==> src/rtl/pla_b12_pkg.sv <==
// Shared definitions for the PLA result FIFO: vector widths and the stored entry layout.
package pla_b12_pkg;

    localparam int PLA_X_W   = 15;
    localparam int PLA_Z_W   = 9;
    localparam int PLA_SEQ_W = 8;

    // One stored FIFO entry: sequence stamp, PLA input vector, PLA result vector
    typedef struct packed {
        logic [PLA_SEQ_W-1:0] seq;
        logic [PLA_X_W-1:0]   x;
        logic [PLA_Z_W-1:0]   z;
    } pla_entry_t;

endpackage

==> src/rtl/pla_b12_fifo_mem.sv <==
// Entry storage for the result FIFO: one synchronous write port, one asynchronous read port.
// Contents are data only and are deliberately not reset.
module pla_b12_fifo_mem #(
    parameter int DEPTH = 4,
    parameter int W     = 32
) (
    input  logic                     clk,
    input  logic                     we,
    input  logic [$clog2(DEPTH)-1:0] waddr,
    input  logic [W-1:0]             wdata,
    input  logic [$clog2(DEPTH)-1:0] raddr,
    output logic [W-1:0]             rdata
);

    logic [W-1:0] mem [DEPTH];

    // Write the addressed entry on an accepted, stored push
    always_ff @(posedge clk) begin
        if (we) begin
            mem[waddr] <= wdata;
        end
    end

    assign rdata = mem[raddr];

endmodule

==> src/rtl/pla_b12_result_fifo.sv <==
// Sequence-stamping FIFO for PLA {x, z} result pairs.
// Optional macro PLA_B12_CHANGE_FILTER_EN: drop accepted samples whose z repeats the
// last stored z (handshake still completes, seq counter does not advance).
module pla_b12_result_fifo
    import pla_b12_pkg::*;
#(
    parameter int DEPTH = 4,
    parameter int SEQ_W = 8
) (
    input  logic                       clk,
    input  logic                       rst,
    input  logic                       in_valid,
    output logic                       in_ready,
    input  logic [14:0]                in_x,
    input  logic [8:0]                 in_z,
    output logic                       out_valid,
    input  logic                       out_ready,
    output logic [SEQ_W-1:0]           out_seq,
    output logic [14:0]                out_x,
    output logic [8:0]                 out_z,
    output logic [$clog2(DEPTH):0]     count
);

    localparam int PTR_W   = $clog2(DEPTH);
    localparam int CNT_W   = $clog2(DEPTH) + 1;
    localparam int ENTRY_W = SEQ_W + PLA_X_W + PLA_Z_W;
    localparam logic [CNT_W-1:0] FULL = CNT_W'(DEPTH);

    logic [CNT_W-1:0]   count_q;
    logic [PTR_W-1:0]   wptr_q;
    logic [PTR_W-1:0]   rptr_q;
    logic [SEQ_W-1:0]   seq_q;
    logic               push_acc;
    logic               pop_acc;
    logic               store;
    logic [ENTRY_W-1:0] rd_entry;

    // Handshake flags come from registered occupancy only; reset masks both sides
    assign in_ready  = (count_q != FULL);
    assign out_valid = (count_q != '0);
    assign push_acc  = in_valid && in_ready && !rst;
    assign pop_acc   = out_valid && out_ready && !rst;

`ifdef PLA_B12_CHANGE_FILTER_EN
    logic               have_last_q;
    logic [PLA_Z_W-1:0] last_z_q;

    assign store = push_acc && !(have_last_q && (in_z == last_z_q));

    // Track the z of the most recently stored entry; the flag makes the first sample after reset always store
    always_ff @(posedge clk) begin
        if (rst) begin
            have_last_q <= 1'b0;
        end else if (store) begin
            have_last_q <= 1'b1;
            last_z_q    <= in_z;
        end
    end
`else
    assign store = push_acc;
`endif

    // Occupancy, pointers and sequence counter; pointers and seq wrap naturally at their widths
    always_ff @(posedge clk) begin
        if (rst) begin
            count_q <= '0;
            wptr_q  <= '0;
            rptr_q  <= '0;
            seq_q   <= '0;
        end else begin
            if (store) begin
                wptr_q <= wptr_q + PTR_W'(1);
                seq_q  <= seq_q + SEQ_W'(1);
            end
            if (pop_acc) begin
                rptr_q <= rptr_q + PTR_W'(1);
            end
            if (store && !pop_acc) begin
                count_q <= count_q + CNT_W'(1);
            end else if (!store && pop_acc) begin
                count_q <= count_q - CNT_W'(1);
            end
        end
    end

    pla_b12_fifo_mem #(
        .DEPTH (DEPTH),
        .W     (ENTRY_W)
    ) u_mem (
        .clk   (clk),
        .we    (store),
        .waddr (wptr_q),
        .wdata ({seq_q, in_x, in_z}),
        .raddr (rptr_q),
        .rdata (rd_entry)
    );

    assign out_seq = rd_entry[ENTRY_W-1 -: SEQ_W];
    assign out_x   = rd_entry[PLA_Z_W +: PLA_X_W];
    assign out_z   = rd_entry[PLA_Z_W-1:0];
    assign count   = count_q;

endmodule

==> config.mk <==
export PLATFORM = sky130hd
export DESIGN_NAME = pla_b12_result_fifo
export DESIGN_NICKNAME = d
export VERILOG_FILES = /design/src/rtl/pla_b12_pkg.sv /design/src/rtl/pla_b12_fifo_mem.sv /design/src/rtl/pla_b12_result_fifo.sv
export SDC_FILE = /design/constraint.sdc
export NUM_CORES = 1
export LEC_CHECK = 0
export ABC_AREA = 1
export BUFFER_PORTS_ARGS = -buffer_cell sky130_fd_sc_hd__clkbuf_2
export CAP_MARGIN = 20
export CORE_MARGIN = 10
export CORE_UTILIZATION = 57
export DETAILED_ROUTE_END_ITERATION = 10
export GPL_TIMING_DRIVEN = 1
export PLACE_DENSITY = 0.85
export SETUP_SLACK_MARGIN = 0.15
export SYNTH_ARGS = -nofsm -noshare
export SYNTH_HDL_FRONTEND = slang
export SYNTH_SLANG_ARGS = --single-unit
==> constraint.sdc <==
create_clock -name clk -period 3.3 [get_ports clk]
set_clock_uncertainty 0.15 [all_clocks]
set_input_delay 0.165 -clock clk [delete_from_list [all_inputs] [get_ports clk]]
set_output_delay 0.165 -clock clk [all_outputs]
set_load 0.01 [all_outputs]
==> flow_metrics.py <==
metrics = {
    "detailed_routing": {
        "antenna_left": 0,
        "via_per_inst": 5.46,
        "num_vias": 3639,
        "wl_per_cell_um": 17.5,
        "wirelength_um": 11700,
        "drcViolationCount": 0,
        "drtIter0Drc": 261,
        "dr.pass1.iters": 5,
    },
    "clock_tree": {
        "cts_tree": "yes",
        "cts_setup_buffers": 0,
        "clock_sinks": 145,
        "cts_buffers": 17,
        "cts_root_buf": "clkbuf_8",
        "cts_max_path_buffers": 2,
        "htreeDepth": 4,
        "clock_latency_ns": 0.51,
        "clkTransAtPathRegs_ns": 0.06,
    },
    "worst_setup_path": {
        "cp_max_fo": 33,
        "critPathArrivalTime_ns": 2.46,
        "cp_top_family": "buffers and inverters",
        "path_class": "reg2out",
        "critical_path.cell_chain": "buf_4, inv_1, o21ai_0, o22ai_1, clkbuf_2",
        "r2r_slack_ns": 0.95,
        "end_kind": "output port",
        "startpoint_type": "flop",
        "slowest_stage": "inv_1",
        "path_buf_inv": 3,
        "slowest_delay_ns": 0.73,
        "crit_required_ns": 2.98,
    },
    "global_routing": {
        "grt_util_met2_pct": 28.7,
        "use_met3_pct": 4.96,
        "grt-ovfl-total": 0,
        "grt_max_degree": 65,
        "busiest_layer": "met2",
        "grt_pass1_wl_um": 18900,
        "use_met1_pct": 19.5,
        "grt_pass1_vias": 3770,
        "antenna_found_initial": 0,
        "grt.total_usage_pct": 16.7,
    },
    "yosys": {
        "netlist_top_cells_count": "128 x edfxtp_1, 81 x nor2_1, 60 x o21ai_0",
        "ys_ff_latch": 145,
        "synth_top_area_share_pct": 68.9,
        "async_flop_share_pct": 0,
        "ys_dominant_reg_cell": "edfxtp_1",
        "synth-edff-count": 128,
        "syn_inst": 427,
        "syn-num-nets": 462,
        "yosysMostFrequentCell": "edfxtp_1",
        "synth_area_leaders": "edfxtp_1 69%, dfxtp_1 6.1%, nor2_1 5.5%",
        "synth.distinct_cells": 24,
        "synth_area_um2": 5580,
        "syn_avg_cell_area_um2": 13.1,
        "ys_seq_area_share_pct": 75.0,
        "synth_top_cell_by_area": "edfxtp_1",
        "synth_warnings": 0,
    },
    "job": {
        "max_cap_viol_count": 0,
    },
    "pwr": {
        "internal_power_uw": 3420,
        "switchingPower_uw": 1100,
        "p_leak_uw": 0.00248,
        "clkPwrFrac_pct": 41.0,
        "powerDensity_nw_per_um2": 657,
        "p_seq_share_pct": 46.9,
        "ir_drop_mv": 0.356,
        "comb_power_share_pct": 12.1,
        "p_sw_share_pct": 24.3,
    },
    "timing": {
        "fmax_mhz": 360,
        "final-hold-violation-count": 0,
        "slew_headroom_pct": 31.7,
        "slew_violations": 0,
        "worst_slew_pin_slew_ns": 1.02,
        "setup_viol": 0,
        "rsz0062_at_grt": "false",
        "post-route-min-period_ns": 2.78,
        "fin_crit_sh_pct": 84.1,
        "setup_tns_ns": 0,
    },
    "cells_and_area": {
        "layoutNonFillerInstCount": 667,
        "n_antenna_cell": 0,
        "fill_cells": 656,
        "fin_nets": 556,
        "syn2layout_area_growth_pct": 23.4,
        "drive_above_1_share_pct": 21.0,
        "final_area_um2": 6880,
    },
    "die": {
        "die_area_um2": 14100,
        "row_count": 36,
        "initial_core_util_pct": 57.8,
        "die_height_um": 119,
        "coreArea_um2": 9640,
        "ios": 65,
        "die_x_um": 119,
    },
    "placed_design": {
        "dpl_cell_area_um2": 6020,
        "gp_congestion": 0.775,
        "io_buffers": 64,
        "dpl.hpwl_um": 6700,
        "place_inst": 607,
    },
    "status": {
        "status": "completed",
    },
    "hold_path": {
        "hold_path.class": "in2reg",
    },
}
## layout make-up
type,count,area (um^2),area share [%]
clock buffer,19,422,6.13
clock inverter,13,161,2.35
inverter,22,82.6,1.20
multi-input combinational,238,1230,17.8
sequential,145,4190,60.8
tap,133,166,2.42
timing repair buffer,97,638,9.27
## stage by stage
step	utilization (%)	worst slack [ns]	total power [uW]	hold WS, ns
3_5_place_dp	62.4	0.978	2680	0.236
5_1_grt	71.4	0.321	4700	0.267
4_1_cts	71.4	0.542	4550	0.243
2_1_floorplan	-	0.461	2470	0.0841
3_3_place_gp	62.4	1.10	2660	0.236
6_report	71.4	0.525	4520	0.261
## power groups by stage
stage / Sequential, uW / Clock [uW] / Combinational [uW]
finish: 2120 / 1850 / 548
global route: 2120 / 1960 / 610
CTS: 2120 / 1880 / 553
detailed placement: 2150 / 0 / 525
global placement: 2150 / 0 / 506
floorplan: 2150 / 0 / 317
## kinds of logic after synthesis
logic type,synth area share (%)
AO/OA/AOI/OAI,11.0
XOR/XNOR,0.471
adder cells (fa/ha/maj),1.71
buffers and inverters,3.50
flip-flops,75.0
AND/OR/NAND/NOR,8.26
## what timing repair did
action / in CTS / in global routing
hold buffers: 28 / 0
endpoints found under the hold margin: 113 / 0
setup endpoints to repair: 0 / 0
gates resized for setup: 0 / 0
## per-layer routing
layer | wire length (um) | share of wire (%)
met5 | 0 | 0
met2 | 6090 | 52
met1 | 4780 | 41
met3 | 748 | 6.4
met4 | 80 | 0.68
## worst paths after layout
path	startpoint	to	depth (start not counted)
worst max-delay path	flop	out_x[10]	5
worst min-delay path	in_x[14]	u_mem.mem[1][23]	2
worst max register to register	count[0]	count[2]	9
worst min register to register	rptr_q[0]	flop	2
## flip-flops by register name, summed over array words and instances, names as in the netlist, named ones only
| register | flops |
|---|---|
| wptr_q | 2 |
| count | 3 |
| seq_q | 8 |
| u_mem.mem | 128 |
| rptr_q | 2 |
## cell usage in the layout, fill, tap and decap left out, types with 6 or more instances in the layout
| master | Yosys | routed |
|---|---|---|
| edfxtp_1 | 128 | 128 |
| nor2_1 | 81 | 77 |
| clkbuf_2 | 1 | 64 |
| o21ai_0 | 60 | 60 |
| o22ai_1 | 32 | 32 |
| dlygate4sd3_1 | 0 | 28 |
| nand2_1 | 21 | 21 |
| inv_1 | 20 | 20 |
| dfxtp_1 | 17 | 16 |
| clkbuf_16 | 0 | 16 |
| o21ai_1 | 11 | 11 |
| a21oi_1 | 10 | 10 |
| ha_1 | 6 | 6 |
No activity file was read; power rests on OpenSTA's default activity.
